===== src/rtl/uart_rx_ctrl.sv =====
// UART receiver: 2-flop input synchronizer plus an oversampling frame FSM.
// All FSM state advances only on baud ticks; pulses are registered and last one clk.
`timescale 1ns/1ps
module uart_rx_ctrl #(
    parameter int unsigned OVERSAMPLE = 16,
    parameter int unsigned DATA_BITS  = 8
) (
    input  logic                 clk,
    input  logic                 rst,
    input  logic                 tick,
    input  logic                 rxd,
    output logic [DATA_BITS-1:0] data,
    output logic                 data_valid,
    output logic                 frame_err,
    output logic                 busy
);

    localparam int unsigned IdxW = (DATA_BITS > 1) ? $clog2(DATA_BITS) : 1;
    localparam logic [3:0] CntMid  = 4'(OVERSAMPLE / 2 - 1);
    localparam logic [3:0] CntLast = 4'(OVERSAMPLE - 1);
    localparam logic [IdxW-1:0] IdxLast = IdxW'(DATA_BITS - 1);

    typedef enum logic [2:0] {
        StIdle,
        StStart,
        StData,
        StStop,
        StWaitHigh
    } state_e;

    logic                 rx_meta_q;
    logic                 rxs_q;
    state_e               state_q;
    logic [3:0]           cnt_q;
    logic [IdxW-1:0]      idx_q;
    logic [DATA_BITS-1:0] shift_q;
    logic [DATA_BITS-1:0] data_q;
    logic                 data_valid_q;
    logic                 frame_err_q;

    // Synchronizer resets to the idle line level so reset release never looks like a start bit.
    always_ff @(posedge clk) begin
        if (!rst) begin
            rx_meta_q <= 1'b1;
            rxs_q     <= 1'b1;
        end else begin
            rx_meta_q <= rxd;
            rxs_q     <= rx_meta_q;
        end
    end

    always_ff @(posedge clk) begin
        if (!rst) begin
            state_q      <= StIdle;
            cnt_q        <= '0;
            idx_q        <= '0;
            shift_q      <= '0;
            data_q       <= '0;
            data_valid_q <= 1'b0;
            frame_err_q  <= 1'b0;
        end else begin
            data_valid_q <= 1'b0;
            frame_err_q  <= 1'b0;
            if (tick) begin
                unique case (state_q)
                    StIdle: begin
                        if (!rxs_q) begin
                            state_q <= StStart;
                            cnt_q   <= '0;
                        end
                    end
                    StStart: begin
                        if (cnt_q == CntMid) begin
                            cnt_q <= '0;
                            idx_q <= '0;
                            // A start bit that is high again at mid-bit was a glitch.
                            state_q <= rxs_q ? StIdle : StData;
                        end else begin
                            cnt_q <= cnt_q + 4'd1;
                        end
                    end
                    StData: begin
                        if (cnt_q == CntLast) begin
                            shift_q <= {rxs_q, shift_q[DATA_BITS-1:1]};
                            cnt_q   <= '0;
                            idx_q   <= idx_q + 1'b1;
                            if (idx_q == IdxLast) begin
                                state_q <= StStop;
                            end
                        end else begin
                            cnt_q <= cnt_q + 4'd1;
                        end
                    end
                    StStop: begin
                        if (cnt_q == CntLast) begin
                            cnt_q <= '0;
                            if (rxs_q) begin
                                data_q       <= shift_q;
                                data_valid_q <= 1'b1;
                                state_q      <= StIdle;
                            end else begin
                                frame_err_q <= 1'b1;
                                state_q     <= StWaitHigh;
                            end
                        end else begin
                            cnt_q <= cnt_q + 4'd1;
                        end
                    end
                    StWaitHigh: begin
                        if (rxs_q) begin
                            state_q <= StIdle;
                        end
                    end
                    default: state_q <= StIdle;
                endcase
            end
        end
    end

    assign data       = data_q;
    assign data_valid = data_valid_q;
    assign frame_err  = frame_err_q;
    assign busy       = (state_q != StIdle);

endmodule


===== config.mk =====
export PLATFORM = sky130hd
export DESIGN_NAME = uart_rx_ctrl
export DESIGN_NICKNAME = d
export VERILOG_FILES = /design/src/rtl/uart_rx_ctrl.sv
export SDC_FILE = /design/constraint.sdc
export NUM_CORES = 1
export LEC_CHECK = 0
export BUFFER_PORTS_ARGS = -buffer_cell sky130_fd_sc_hd__clkbuf_2
export CORE_ASPECT_RATIO = 0.8
export CORE_MARGIN = 3
export CORE_UTILIZATION = 47
export CTS_BUF_LIST = sky130_fd_sc_hd__clkbuf_8
export DETAILED_ROUTE_END_ITERATION = 7
export PLACE_DENSITY = 0.62
export SLEW_MARGIN = 20
export SYNTH_ARGS = -nofsm -noshare
export SYNTH_HDL_FRONTEND = slang
export SYNTH_SLANG_ARGS = --single-unit
export TNS_END_PERCENT = 1

===== constraint.sdc =====
create_clock -name clk -period 1.7 [get_ports clk]
set_clock_uncertainty 0.1 [all_clocks]
set_input_delay 0.51 -clock clk [delete_from_list [all_inputs] [get_ports clk]]
set_output_delay 0.51 -clock clk [all_outputs]
set_load 0.02 [all_outputs]

==> flow_metrics.env <==
export IMPL_layout_common_cells="28 x dfxtp_1, 23 x nand2_1, 21 x mux2i_1, 13 x clkbuf_2, 7 x buf_4"
export IMPL_r2r_start="state_q[1]$_SDFFE_PN0P_"
export IMPL_grt_start_max_net_pins=26
export IMPL_gp_congestion=0.746
export IMPL_rsz0062_at_grt="yes"
export IMPL_synth_top_cell_by_area="dfxtp_1"
export IMPL_layout_commonest_cell="dfxtp_1"
export IMPL_slew_headroom_pct=63.7
export IMPL_utilization_pct=62.7
export IMPL_synth_edf_count=0
export IMPL_violations="setup timing"
export IMPL_detail_route_antenna_nets=0
export IMPL_min_to="rxs_q$_SDFF_PN1_"
export IMPL_cp_data_required_time_ns=1.09
export IMPL_cts_buffers=5
export IMPL_coreArea_um2=2580
export IMPL_nets=168
export IMPL_synth_seq_cells=30
export IMPL_root_buffer="clkbuf_8"
export IMPL_avgViaCountPerCell=5.27
export IMPL_drive_gt1_share_pct=22.4
export IMPL_synth_yosys_seq_area_share_pct=44.4
export IMPL_die_area_um2=3560
export IMPL_synth_top_family_by_area="simple AND/OR/NAND/NOR gates"
export IMPL_synthCells=141
export IMPL_clockBufferDepth=2
export IMPL_cp_max_fo=2
export IMPL_initial_core_util_pct=52.4
export IMPL_r2r_end="idx_q[2]$_SDFFE_PN0P_"
export IMPL_worstRegToRegCells=4
export IMPL_crit_start="state_q[1]$_SDFFE_PN0P_"
export IMPL_hold_class="flop to flop"
export IMPL_synth_cell_types=34
export IMPL_end_kind="primary output"
export IMPL_total_leakage_power_uw=0.000607
export IMPL_synthDominantCellAreaShare_pct=44.4
export IMPL_syn_area_um2=1350
export IMPL_synth_compound_area_share_pct=10.1
export IMPL_fp_dieH_um=54.0
export IMPL_fin_ws_ns=-0.0246
export IMPL_synth_mux_area_share_pct=15.5
export IMPL_firstDrtPassIters=4
export IMPL_clkSinkCount=30
export IMPL_synth_area_per_cell_um2=9.60
export IMPL_cellPowerDensity_nw_per_um2=772
export IMPL_drt_iter0_drc=55
export IMPL_io_pins=15
export IMPL_worst_setup_path_type="flop to primary output"
export IMPL_max_freq_ghz=0.580
export IMPL_finalHoldViolCount=0
export IMPL_placed_cell_area_um2=1510
export IMPL_ir_drop_uv=545
export IMPL_clock_latency_ns=0.27
export IMPL_synth_xor_area_share_pct=1.29
export IMPL_htreeDepth=2
export IMPL_maxSlewViolCount=0
export IMPL_yosys_top_cells_area="dfxtp_1 44%, mux2i_1 16%, nand2_1 6.4%"
export IMPL_clk_pin_slew_ns=0.05
export IMPL_finalCriticalPeriod_ns=1.72
export IMPL_diodes=0
export IMPL_gr_usage_all_layers_pct=16.6
export IMPL_vias=1038
export IMPL_syn_to_final_growth_pct=19.7
export IMPL_wl_um=2520
export IMPL_grt_pass1_vias=926
export IMPL_yosys_area_share_simple_pct=22.2
export IMPL_cts_hold_buf=0
export IMPL_drc=0
export IMPL_ys_flop_type="dfxtp_1"
export IMPL_io_buffers=14
export IMPL_overflow=0
export IMPL_r2r_slack_ns=0.10
export IMPL_die_w_um=66.0
export IMPL_route_detailed_wl_per_inst_um=12.8
export IMPL_drv_cap=0
export IMPL_min_delay_path_depth=1
export IMPL_holdCritStartpoint="rx_meta_q$_SDFF_PN1_"
export IMPL_yosys_area_share_adder_pct=2.77
export IMPL_yosysWarnings=0
export IMPL_cp_arrival_ns=1.11
export IMPL_synth_async_reset_ratio_pct=0
export IMPL_fin_total_pwr_uw=1250
export IMPL_antenna_found_initial=0
export IMPL_cts_tree="built"
export IMPL_finalSetupViolCount=1
export IMPL_worst_pin_slew_ns=0.544
export IMPL_grt_pass1_wl_um=4380
export IMPL_dp_hpwl_um=1830
export IMPL_syn_nets=148
export IMPL_timing_final_crit_share_pct=101
export IMPL_num_rows=16
export IMPL_status="finished with violations"
export IMPL_final_area_um2=1620
export IMPL_startpoint_type="flop"
export IMPL_dp_slack_ns=0.0272
==> worst max-delay path by stage <==
stage,end,slack (ns),cells past startpoint
after floorplan,busy,0.07,3
after global placement,shift_q[1]$_SDFFE_PN0P_,0.05,5
after detailed placement,shift_q[1]$_SDFFE_PN0P_,0.03,5
after CTS,busy,-0.03,2
after global routing,busy,-0.05,2
final,busy,-0.02,2
==> report_power, final <==
part	switching [uW]	internal (uW)
registers	4.23	705
logic	29.8	20.6
clock network	223	268
total	257	994
==> through the flow <==
stage	hold slack, ns	setup TNS (ns)	std cells
2_1_floorplan	0.286	0	141
3_3_place_gp	0.300	0	189
3_5_place_dp	0.315	0	189
4_1_cts	0.322	-0.0321	197
5_1_grt	0.343	-0.0519	197
6_report	0.326	-0.0246	197
==> Yosys cell counts, types with 2 or more instances <==
library cell,count
nand3b_1,2
nor2_1,2
o21ai_0,6
clkbuf_1,6
o31ai_1,2
a21boi_0,3
nand3_1,6
nor3_1,2
o211ai_1,2
nand2b_1,3
nor2b_1,4
o2111ai_1,2
buf_2,2
inv_1,2
xor2_1,2
dfxtp_1,30
ha_1,3
nand4b_1,2
nor3b_1,3
mux2i_1,21
nand2_1,23
==> cell type report <==
class                           count  area, um2
Multi-Input combinational cell     99        714
Timing Repair Buffer               23        171
Clock buffer                        5       68.8
Clock inverter                      2       7.51
Inverter                            2       7.51
Fill cell                         230        962
Sequential cell                    30        606
Tap cell                           36       45.0
==> worst max-delay path, cell delays in order (launching register included) <==
cell	delay, ns
dfxtp_4	0.34
or3_1	0.35
clkbuf_8	0.16
==> cell families after synthesis <==
kind of cell | after synthesis
buf+inv | 12
mux | 21
xor+xnor | 2
flops | 30
compound gates | 18
simple gates | 55
fa+ha+maj | 3
==> registers in the layout (all words and copies together) (netlist names) <==
| signal | flops |
|---|---|
| cnt_q | 4 |
| data | 8 |
| data_valid | 1 |
| frame_err | 1 |
| idx_q | 3 |
| rx_meta_q | 1 |
| rxs_q | 1 |
| shift_q | 8 |
| state_q | 3 |
==> repair_timing <==
item,in CTS,in global routing
pin swaps,0,1
endpoints found under the setup margin,1,18
resized for setup,4,3
gates cloned,0,0
setup buffers,1,0
==> layer usage <==
layer / track usage [%] / vias up / wire [um]
met2: 23.3 / 23 / 1000
met4: 5.07 / 0 / 21
met5: 0 / - / 0
li1: - / 535 / -
met3: 6.26 / 4 / 127
met1: 23.4 / 476 / 1370
Note: power is estimated with default switching activity, not from simulation.
